**src/rtl/txframer_pkg.sv**
```systemverilog
// Shared definitions for the USRT transmit framer: parity encodings, FSM
// state codes, frame configuration record and the data-bit clamp helper.
package txframer_pkg;

    localparam logic [1:0] PAR_NONE = 2'b00;
    localparam logic [1:0] PAR_EVEN = 2'b01;
    localparam logic [1:0] PAR_ODD  = 2'b10;

    localparam logic [2:0] ST_IDLE   = 3'd0;
    localparam logic [2:0] ST_START  = 3'd1;
    localparam logic [2:0] ST_DATA   = 3'd2;
    localparam logic [2:0] ST_PARITY = 3'd3;
    localparam logic [2:0] ST_STOP   = 3'd4;

    localparam int MIN_DATA_BITS = 5;

    // Per-frame configuration, captured when a frame's start bit is launched
    typedef struct packed {
        logic [3:0] nbits;
        logic       par_en;
        logic       par_odd;
        logic       stop2;
    } frame_cfg_t;

    // Requested data-bit count limited to MIN_DATA_BITS..max_bits
    function automatic logic [3:0] clamp_bits(input logic [3:0] req, input logic [3:0] max_bits);
        logic [3:0] r;
        r = req;
        if (req < 4'(MIN_DATA_BITS)) begin
            r = 4'(MIN_DATA_BITS);
        end else if (req > max_bits) begin
            r = max_bits;
        end
        return r;
    endfunction

endpackage

```
**src/rtl/txframer_if.sv**
```systemverilog
// Ready/valid write port of the transmit FIFO.
interface txframer_if #(parameter int DATA_W = 9);

    logic              i_Valid;
    logic [DATA_W-1:0] i_Data;
    logic              o_Ready;

    modport master (output i_Valid, output i_Data, input o_Ready);
    modport slave  (input i_Valid, input i_Data, output o_Ready);

endinterface

```
**src/rtl/txframer_sync_fifo.sv**
```systemverilog
// Synchronous FIFO with wrap-bit pointers; shared by transmitter and receiver.
module sync_fifo #(
    parameter int WIDTH = 8,
    parameter int DEPTH = 4
) (
    input  logic                         clk,
    input  logic                         rst_n,
    input  logic                         push,
    input  logic                         pop,
    input  logic [WIDTH-1:0]             din,
    output logic [WIDTH-1:0]             dout,
    output logic                         full,
    output logic                         empty,
    output logic [$clog2(DEPTH+1)-1:0]   level
);

    localparam int AW = $clog2(DEPTH);
    localparam int LW = $clog2(DEPTH+1);

    logic [WIDTH-1:0] mem [DEPTH];
    logic [AW:0]      wptr;
    logic [AW:0]      rptr;
    logic             do_push;
    logic             do_pop;

    assign empty   = (wptr == rptr);
    assign full    = (wptr[AW] != rptr[AW]) && (wptr[AW-1:0] == rptr[AW-1:0]);
    assign level   = LW'(wptr - rptr);
    assign do_push = push && !full;
    assign do_pop  = pop && !empty;
    assign dout    = mem[rptr[AW-1:0]];

    // Storage array; contents are don't-care once the pointers are reset
    always_ff @(posedge clk) begin
        if (do_push) begin
            mem[wptr[AW-1:0]] <= din;
        end
    end

    // Read and write pointers, cleared on reset to discard queued entries
    always_ff @(posedge clk or negedge rst_n) begin
        if (!rst_n) begin
            wptr <= '0;
            rptr <= '0;
        end else begin
            if (do_push) begin
                wptr <= wptr + 1'b1;
            end
            if (do_pop) begin
                rptr <= rptr + 1'b1;
            end
        end
    end

endmodule

```
**src/rtl/txframer.sv**
```systemverilog
// Transmit framer: FIFO-fed serialiser building start/data/parity/stop
// frames from per-frame configuration, advancing on the baud strobe.
module txframer
    import txframer_pkg::*;
#(
    parameter int DATA_W     = 9,
    parameter int FIFO_DEPTH = 4
) (
    input  logic                              i_Pclk,
    input  logic                              i_Rst_n,
    input  logic                              i_Bclk,
    txframer_if.slave                         wr,
    input  logic [3:0]                        i_Data_Bits,
    input  logic [1:0]                        i_Parity,
    input  logic                              i_Stop2,
    output logic                              o_Tx_Serial,
    output logic                              o_Busy,
    output logic                              o_Done,
    output logic [$clog2(FIFO_DEPTH+1)-1:0]   o_Level
);

    localparam logic [3:0] MAX_BITS = 4'(DATA_W);

    logic              full;
    logic              empty;
    logic              pop;
    logic [DATA_W-1:0] head;

    logic [2:0]        state;
    logic [DATA_W-1:0] shreg;
    logic [3:0]        bit_cnt;
    logic              stop_cnt;
    logic              par_bit;
    logic              last_stop;
    frame_cfg_t        cfg;
    frame_cfg_t        next_cfg;
    logic              next_par;

    sync_fifo #(
        .WIDTH (DATA_W),
        .DEPTH (FIFO_DEPTH)
    ) u_fifo (
        .clk   (i_Pclk),
        .rst_n (i_Rst_n),
        .push  (wr.i_Valid),
        .pop   (pop),
        .din   (wr.i_Data),
        .dout  (head),
        .full  (full),
        .empty (empty),
        .level (o_Level)
    );

    assign wr.o_Ready = !full;
    assign o_Busy     = (state != ST_IDLE);
    assign last_stop  = (state == ST_STOP) && (!cfg.stop2 || stop_cnt);
    assign pop        = i_Bclk && !empty && ((state == ST_IDLE) || last_stop);

    // Configuration and parity the next frame would use if launched this tick
    always_comb begin
        logic x;
        next_cfg.nbits   = clamp_bits(i_Data_Bits, MAX_BITS);
        next_cfg.par_en  = (i_Parity == PAR_EVEN) || (i_Parity == PAR_ODD);
        next_cfg.par_odd = (i_Parity == PAR_ODD);
        next_cfg.stop2   = i_Stop2;
        x = 1'b0;
        for (int i = 0; i < DATA_W; i++) begin
            if (i < int'(next_cfg.nbits)) begin
                x = x ^ head[i];
            end
        end
        next_par = x ^ next_cfg.par_odd;
    end

    // Frame sequencer: launches frames from the FIFO and walks the bit fields
    always_ff @(posedge i_Pclk or negedge i_Rst_n) begin
        if (!i_Rst_n) begin
            state       <= ST_IDLE;
            shreg       <= '0;
            bit_cnt     <= '0;
            stop_cnt    <= 1'b0;
            par_bit     <= 1'b0;
            cfg         <= '0;
            o_Tx_Serial <= 1'b1;
            o_Done      <= 1'b0;
        end else begin
            o_Done <= i_Bclk && last_stop;
            if (pop) begin
                shreg       <= head;
                cfg         <= next_cfg;
                par_bit     <= next_par;
                o_Tx_Serial <= 1'b0;
                state       <= ST_START;
            end else if (i_Bclk) begin
                case (state)
                    ST_IDLE: begin
                        state <= ST_IDLE;
                    end
                    ST_START: begin
                        o_Tx_Serial <= shreg[0];
                        bit_cnt     <= '0;
                        state       <= ST_DATA;
                    end
                    ST_DATA: begin
                        if (bit_cnt == cfg.nbits - 4'd1) begin
                            if (cfg.par_en) begin
                                o_Tx_Serial <= par_bit;
                                state       <= ST_PARITY;
                            end else begin
                                o_Tx_Serial <= 1'b1;
                                stop_cnt    <= 1'b0;
                                state       <= ST_STOP;
                            end
                        end else begin
                            shreg       <= shreg >> 1;
                            o_Tx_Serial <= shreg[1];
                            bit_cnt     <= bit_cnt + 4'd1;
                        end
                    end
                    ST_PARITY: begin
                        o_Tx_Serial <= 1'b1;
                        stop_cnt    <= 1'b0;
                        state       <= ST_STOP;
                    end
                    ST_STOP: begin
                        if (!last_stop) begin
                            stop_cnt <= 1'b1;
                        end else begin
                            o_Tx_Serial <= 1'b1;
                            state       <= ST_IDLE;
                        end
                    end
                    default: begin
                        o_Tx_Serial <= 1'b1;
                        state       <= ST_IDLE;
                    end
                endcase
            end
        end
    end

endmodule

```
**src/flat_wrapper.sv**
```systemverilog
// flat-port wrapper written by rule: the top's interface ports become plain ports
module txframer_flat import txframer_pkg::*;
#(
    parameter int DATA_W     = 9,
    parameter int FIFO_DEPTH = 4
)
  (i_Pclk, i_Rst_n, i_Bclk, i_Data_Bits, i_Parity, i_Stop2, o_Tx_Serial, o_Busy, o_Done, o_Level, wr_i_Valid, wr_i_Data, wr_o_Ready);
  txframer_if #(.DATA_W(DATA_W)) wr_i ();
  input  logic i_Pclk;
  input  logic i_Rst_n;
  input  logic i_Bclk;
  input  logic [3:0] i_Data_Bits;
  input  logic [1:0] i_Parity;
  input  logic i_Stop2;
  output logic o_Tx_Serial;
  output logic o_Busy;
  output logic o_Done;
  output logic [$clog2(FIFO_DEPTH+1)-1:0] o_Level;
  input wire logic [$bits(wr_i.i_Valid)-1:0] wr_i_Valid;
  input wire logic [$bits(wr_i.i_Data)-1:0] wr_i_Data;
  output wire logic [$bits(wr_i.o_Ready)-1:0] wr_o_Ready;
  assign wr_i.i_Valid = wr_i_Valid;
  assign wr_i.i_Data = wr_i_Data;
  assign wr_o_Ready = wr_i.o_Ready;
  txframer #(.DATA_W(DATA_W), .FIFO_DEPTH(FIFO_DEPTH)) u_core (.i_Pclk(i_Pclk), .i_Rst_n(i_Rst_n), .i_Bclk(i_Bclk), .wr(wr_i), .i_Data_Bits(i_Data_Bits), .i_Parity(i_Parity), .i_Stop2(i_Stop2), .o_Tx_Serial(o_Tx_Serial), .o_Busy(o_Busy), .o_Done(o_Done), .o_Level(o_Level));
endmodule
```
**config.mk**
```make
export PLATFORM = sky130hd
export DESIGN_NAME = txframer_flat
export DESIGN_NICKNAME = d
export VERILOG_FILES = /design/src/rtl/txframer_pkg.sv /design/src/rtl/txframer_if.sv /design/src/rtl/txframer_sync_fifo.sv /design/src/rtl/txframer.sv /design/src/flat_wrapper.sv
export SDC_FILE = /design/constraint.sdc
export NUM_CORES = 1
export LEC_CHECK = 0
export ABC_AREA = 1
export ABC_CLOCK_PERIOD_IN_PS = 4800
export CORE_MARGIN = 5
export CORE_UTILIZATION = 63
export CTS_CLUSTER_DIAMETER = 100
export DETAILED_ROUTE_END_ITERATION = 7
export PLACE_DENSITY = 0.9
export SETUP_SLACK_MARGIN = 0.1
export SLEW_MARGIN = 0
export SYNTH_ARGS = -nofsm -noshare
export SYNTH_HDL_FRONTEND = slang
export SYNTH_SLANG_ARGS = --single-unit
```
**constraint.sdc**
```tcl
create_clock -name i_Pclk -period 4.8 [get_ports i_Pclk]
set_clock_uncertainty 0.05 [all_clocks]
set_input_delay 0.96 -clock i_Pclk [delete_from_list [all_inputs] [get_ports i_Pclk]]
set_output_delay 0.96 -clock i_Pclk [all_outputs]
set_load 0.01 [all_outputs]
```
* Word-level counts from Yosys, hierarchy flattened
Memory sizes are Yosys's and may differ from the RTL's.
Index checks and enable logic that the tools add are counted.
** Cells by class
- Reduce and logical (&&, ||, !) cells :: 24
- Magnitude comparators :: 11
- Mux-type cells :: 35
- Equal/unequal tests :: 18
- Add/sub/neg operators :: 5
- Bitwise logic cells :: 10
** Operator list (number)
- $mux 9 :: 4
- $mux 1 :: 19
- $lt 3x4->1 const A :: 4
- $mux 3 :: 5
- $mux 4 :: 3
- $pmux 3 s4 :: 1
- $ne 2x2->1 const B :: 5
- $reduce_and 3->1 :: 3
- $xor 1x1->1 :: 9
- $lt 1x4->1 const A :: 2
- $lt 2x4->1 const A :: 2
- $pmux 4 s2 :: 1
- $logic_and 1x1->1 :: 7
- $add 3x1->3 const B :: 2
- $eq 3x2->1 const B :: 2
- $ne 3x2->1 const B :: 2
- $reduce_and 6->1 :: 1
- $reduce_bool 2->1 :: 3
- $reduce_bool 3->1 :: 2
- $add 4x1->4 const B :: 1
- $eq 4x4->1 :: 1
- $gt 4x4->1 const B :: 1
- $lt 4x3->1 const B :: 1
- $lt 4x4->1 const A :: 1
- other kinds (17) :: 21
** Storage, ports and cells
- RAM bits :: 36
- Input bits :: 20
- Output and inout port bits :: 7
- Logic and storage cells :: 116
- Bits in registers :: 32
- Memories kept :: 1
** Memory list
- u_core.u_fifo.mem :: words 4, width 9, rd ports 1, clocked after memory_dff 0, wr ports 1, line txframer_sync_fifo.sv:20 : logic [WIDTH-1:0] mem [DEPTH];

* Longest topological paths before layout
- Depth after elaboration :: 22
- Mapped depth :: 15
- Depth with buffers taken out :: 14

* Modules after synthesis
A second synthesis with hierarchy kept.
** Second synthesis, totals
- Cells, all modules :: 390
- Area total of the unflattened synthesis :: 3459.6 µm²
** By module, submodules not included
- sync_fifo :: sequential area each 1231.2 µm², area each 1820.5 µm², cells an instance 150, times used 1
- txframer :: sequential area each 651.9 µm², area each 1639.1 µm², cells an instance 240, times used 1

* Worst setup path before layout
No wires, ideal clock.
- Path kind :: register to output
- From :: register u_core.u_fifo.wptr[0]
- To :: output o_Level[2]
- Data required time :: 3.790 ns
- Path slack :: 2.519 ns
- Stages on the path, launching flop included :: 5
- Buffers on the path :: 0
- Data arrival time :: 1.271 ns
- Cell sequence :: dfrtp_1 -> inv_1 -> ha_1 -> fa_1 -> xnor2_1
** Between the ends
- Cells in the longest elaborated chain, start to end :: 1
** RTL lines
- start, declared :: line txframer_sync_fifo.sv:21 : logic [AW:0] wptr;
- start signal, assigned :: line txframer_sync_fifo.sv:47 : wptr <= wptr + 1'b1;
- $sub 3x3->3 :: line txframer_sync_fifo.sv:28 : assign level = LW'(wptr - rptr);
- end, declared :: line flat_wrapper.sv:18 : output logic [$clog2(FIFO_DEPTH+1)-1:0] o_Level;
Every way passes these cells.

* Worst setup path in the final report
- From :: register u_core.u_fifo.rptr[0]
- To :: output o_Level[1]
** Between the ends
- Cells in the longest elaborated chain, start to end :: 1
** RTL lines
- start, declared :: line txframer_sync_fifo.sv:22 : logic [AW:0] rptr;
- start signal, assigned :: line txframer_sync_fifo.sv:50 : rptr <= rptr + 1'b1;
- $sub 3x3->3 :: line txframer_sync_fifo.sv:28
Every way passes these cells.

==> reports/results.txt <==
I/O Pins: 27
cells after synthesis: 422
total gr overflow: 0
Hold Fails Final Rpt: 0
startpoint types: flop
final period utilization: 71.89%
initial antenna violation count: 0
worst hold-check path type: flop to flop
status: complete, no violations
total CTS buffers: 9
# nets final: 481
vias in the first global route: 2696
Slew @ Worst Pin: 936.8 ps
met3 GRT Util: 4.131%
post-synthesis net count: 453
mapped cell area: 0.003622 mm²
Initial Util: 65.38%
ys flop type: edfxtp_1
distinct cell type count after synthesis: 33
worst path required time: 3790 ps
H-tree depth: 3
die height: 85.83 µm
ANT cells: 0
Vias/cell: 5.347
Max FO, Critical Path: 23
#FFs+latches synth: 68
post-route setup TNS: 0 ps
cts hold-fix bufs: 0
setup ws final: 1349 ps
pwr dens: 689.3 mW/mm²
CORE AREA: 0.005540 mm²
DP HPWL: 5087 µm
clk_lat worst skew: 350 ps
cts repair resizes: 0
Tmin final: 3451 ps
Yosys Warn Count: 0
Slew Viols, Final: 0
Vias: 2818
Rows: 27
share of cells above drive strength 1: 7.473%
relative slew slack: 37.32%
clock-pin slew on the worst setup and hold paths: 80 ps
Post-Place Setup Slack: 1735 ps
wire per inst: 14.04 µm
Crit Path Category: flop to output port
post-synthesis sequential area ratio: 51.99%
asr flop ratio synth: 47.06%
most used routing layer: met2
Die X-Extent: 85.83 µm
# clock sinks: 68
Placed Cells: 511
Fmax: 0.2898 GHz
# setup viols final: 0
1st-iter DRT viols: 157
# port buffers: 26
final instance area: 0.004138 mm²
GRT Util Overall: 21.59%
TritonCTS clock tree: yes
first-pass GRT wire length: 12320 µm
top-count cell post-synth: nand2_1
r2r setup slk: 1990 ps
largest net degree at the start of global routing: 37
syn avg cell area: 8.583 µm²
share of the synthesized area in the top cell type: 29.84%
RD Place Congestion: 0.9629
CP endpoint kind: output port
Layout Cells excl Fill: 527
CTS max path bufs: 2
Crit path arrival time: 2440 ps
area leader, netlist: edfxtp_1
number of synthesized flops with an enable pin: 36
Synth area leaders: edfxtp_1, dfrtp_1, nand2_1
Setup Buffers After CTS: 0
Residual DRC: 0
hold slack: 433.3 ps
top cells by count, synth: nand2_1, nand3_1, inv_1
Peak VDD IR: 0.4368 mV
CTS root buffer: clkbuf_8
first-pass iteration count of the detailed router: 5
met1 Use GR: 25.25%
total of max-cap violations: 0
Leakage: 1.954 nW
Cell Area, Placed: 0.003899 mm²
die area: 0.007366 mm²
antenna viol nets, final: 0
WL final: 7397 µm
M2 GR Usage: 38.35%
RSZ-0062 raised after global routing: no
synthesis-to-layout area growth: 14.23%
-- where the power goes --
part / switching [mW] / internal, mW
combinational: 0.829 / 0.501
clock: 0.226 / 0.343
sequential: 0.145 / 0.808
-- cell type report --
class,instances,area (µm²)
Tap cell,72,90.09
Clock inverter,7,115.1
Clock buffer,9,123.9
Multi-Input combinational cell,298,1485
Inverter,46,172.7
Timing Repair Buffer,27,267.8
Sequential cell,68,1883
Fill cell,400,1403
-- critical path: stages (launching register included) --
cell and delay (ps):
dfrtp_1 800, ha_1 300, fa_1 410, inv_1 60, clkdlybuf4s50_1 520
-- sequential cells by signal, indices dropped and copies added (netlist names) --
| signal | flops |
|---|---|
| u_core.bit_cnt | 4 |
| u_core.cfg | 6 |
| u_core.o_Done | 1 |
| u_core.o_Tx_Serial | 1 |
| u_core.par_bit | 1 |
| u_core.shreg | 9 |
| u_core.state | 3 |
| u_core.stop_cnt | 1 |
| u_core.u_fifo.mem | 36 |
| u_core.u_fifo.rptr | 3 |
| u_core.u_fifo.wptr | 3 |
-- through the flow --
stage,util [%],power (mW)
floorplan,-,1.949
global placement,70.37,2.217
detailed placement,70.37,2.273
CTS,74.68,2.858
global route,74.68,3.088
finish,74.68,2.852
-- placed cells by master (no fill, tap or decap), types with 2 or more instances in the layout --
cell	instances
nand2_1	154
nand3_1	52
inv_1	41
edfxtp_1	36
dfrtp_1	31
clkdlybuf4s50_1	26
nor2_1	22
o21ai_0	11
ha_1	10
clkbuf_8	9
o21ai_1	8
xnor2_1	7
xor2_1	6
a21oi_1	6
inv_2	5
nor3_1	3
nand2_2	3
bufinv_16	3
nand3b_1	2
nand2_4	2
o21ai_2	2
-- logic make-up after synthesis --
family | count (synthesis) | share of synthesized area, %
AOI/OAI and AO/OA | 31 | 5.182
and+or+nand+nor | 243 | 28.67
xor gates and xnor gates | 13 | 3.143
buffers and inverters | 56 | 7.012
adders and majority gates | 11 | 4.007
DFF | 68 | 51.99
-- worst paths after layout --
path                                                        start                                 to  cells past startpoint
worst max-delay path            u_core.u_fifo.rptr[0]$_DFFE_PN0P_                         o_Level[1]                      4
worst min-delay path               u_core.o_Tx_Serial$_DFFE_PN1P_     u_core.o_Tx_Serial$_DFFE_PN1P_                      2
worst max register to register  u_core.u_fifo.rptr[1]$_DFFE_PN0P_  u_core.u_fifo.mem[3][2]$_DFFE_PP_                      5
worst min register to register     u_core.o_Tx_Serial$_DFFE_PN1P_     u_core.o_Tx_Serial$_DFFE_PN1P_                      2
max in group asynchronous                                 i_Rst_n     u_core.o_Tx_Serial$_DFFE_PN1P_                      2
min in group asynchronous                                 i_Rst_n        u_core.state[1]$_DFFE_PN0P_                      2
-- layer usage --
layer | share of wire, % | vias to the layer above
li1 | - | 1417
met1 | 41 | 1308
met2 | 52 | 76
met3 | 5.2 | 17
met4 | 2.4 | 0
met5 | 0 | -
Note: power is estimated with default switching activity, not from simulation.
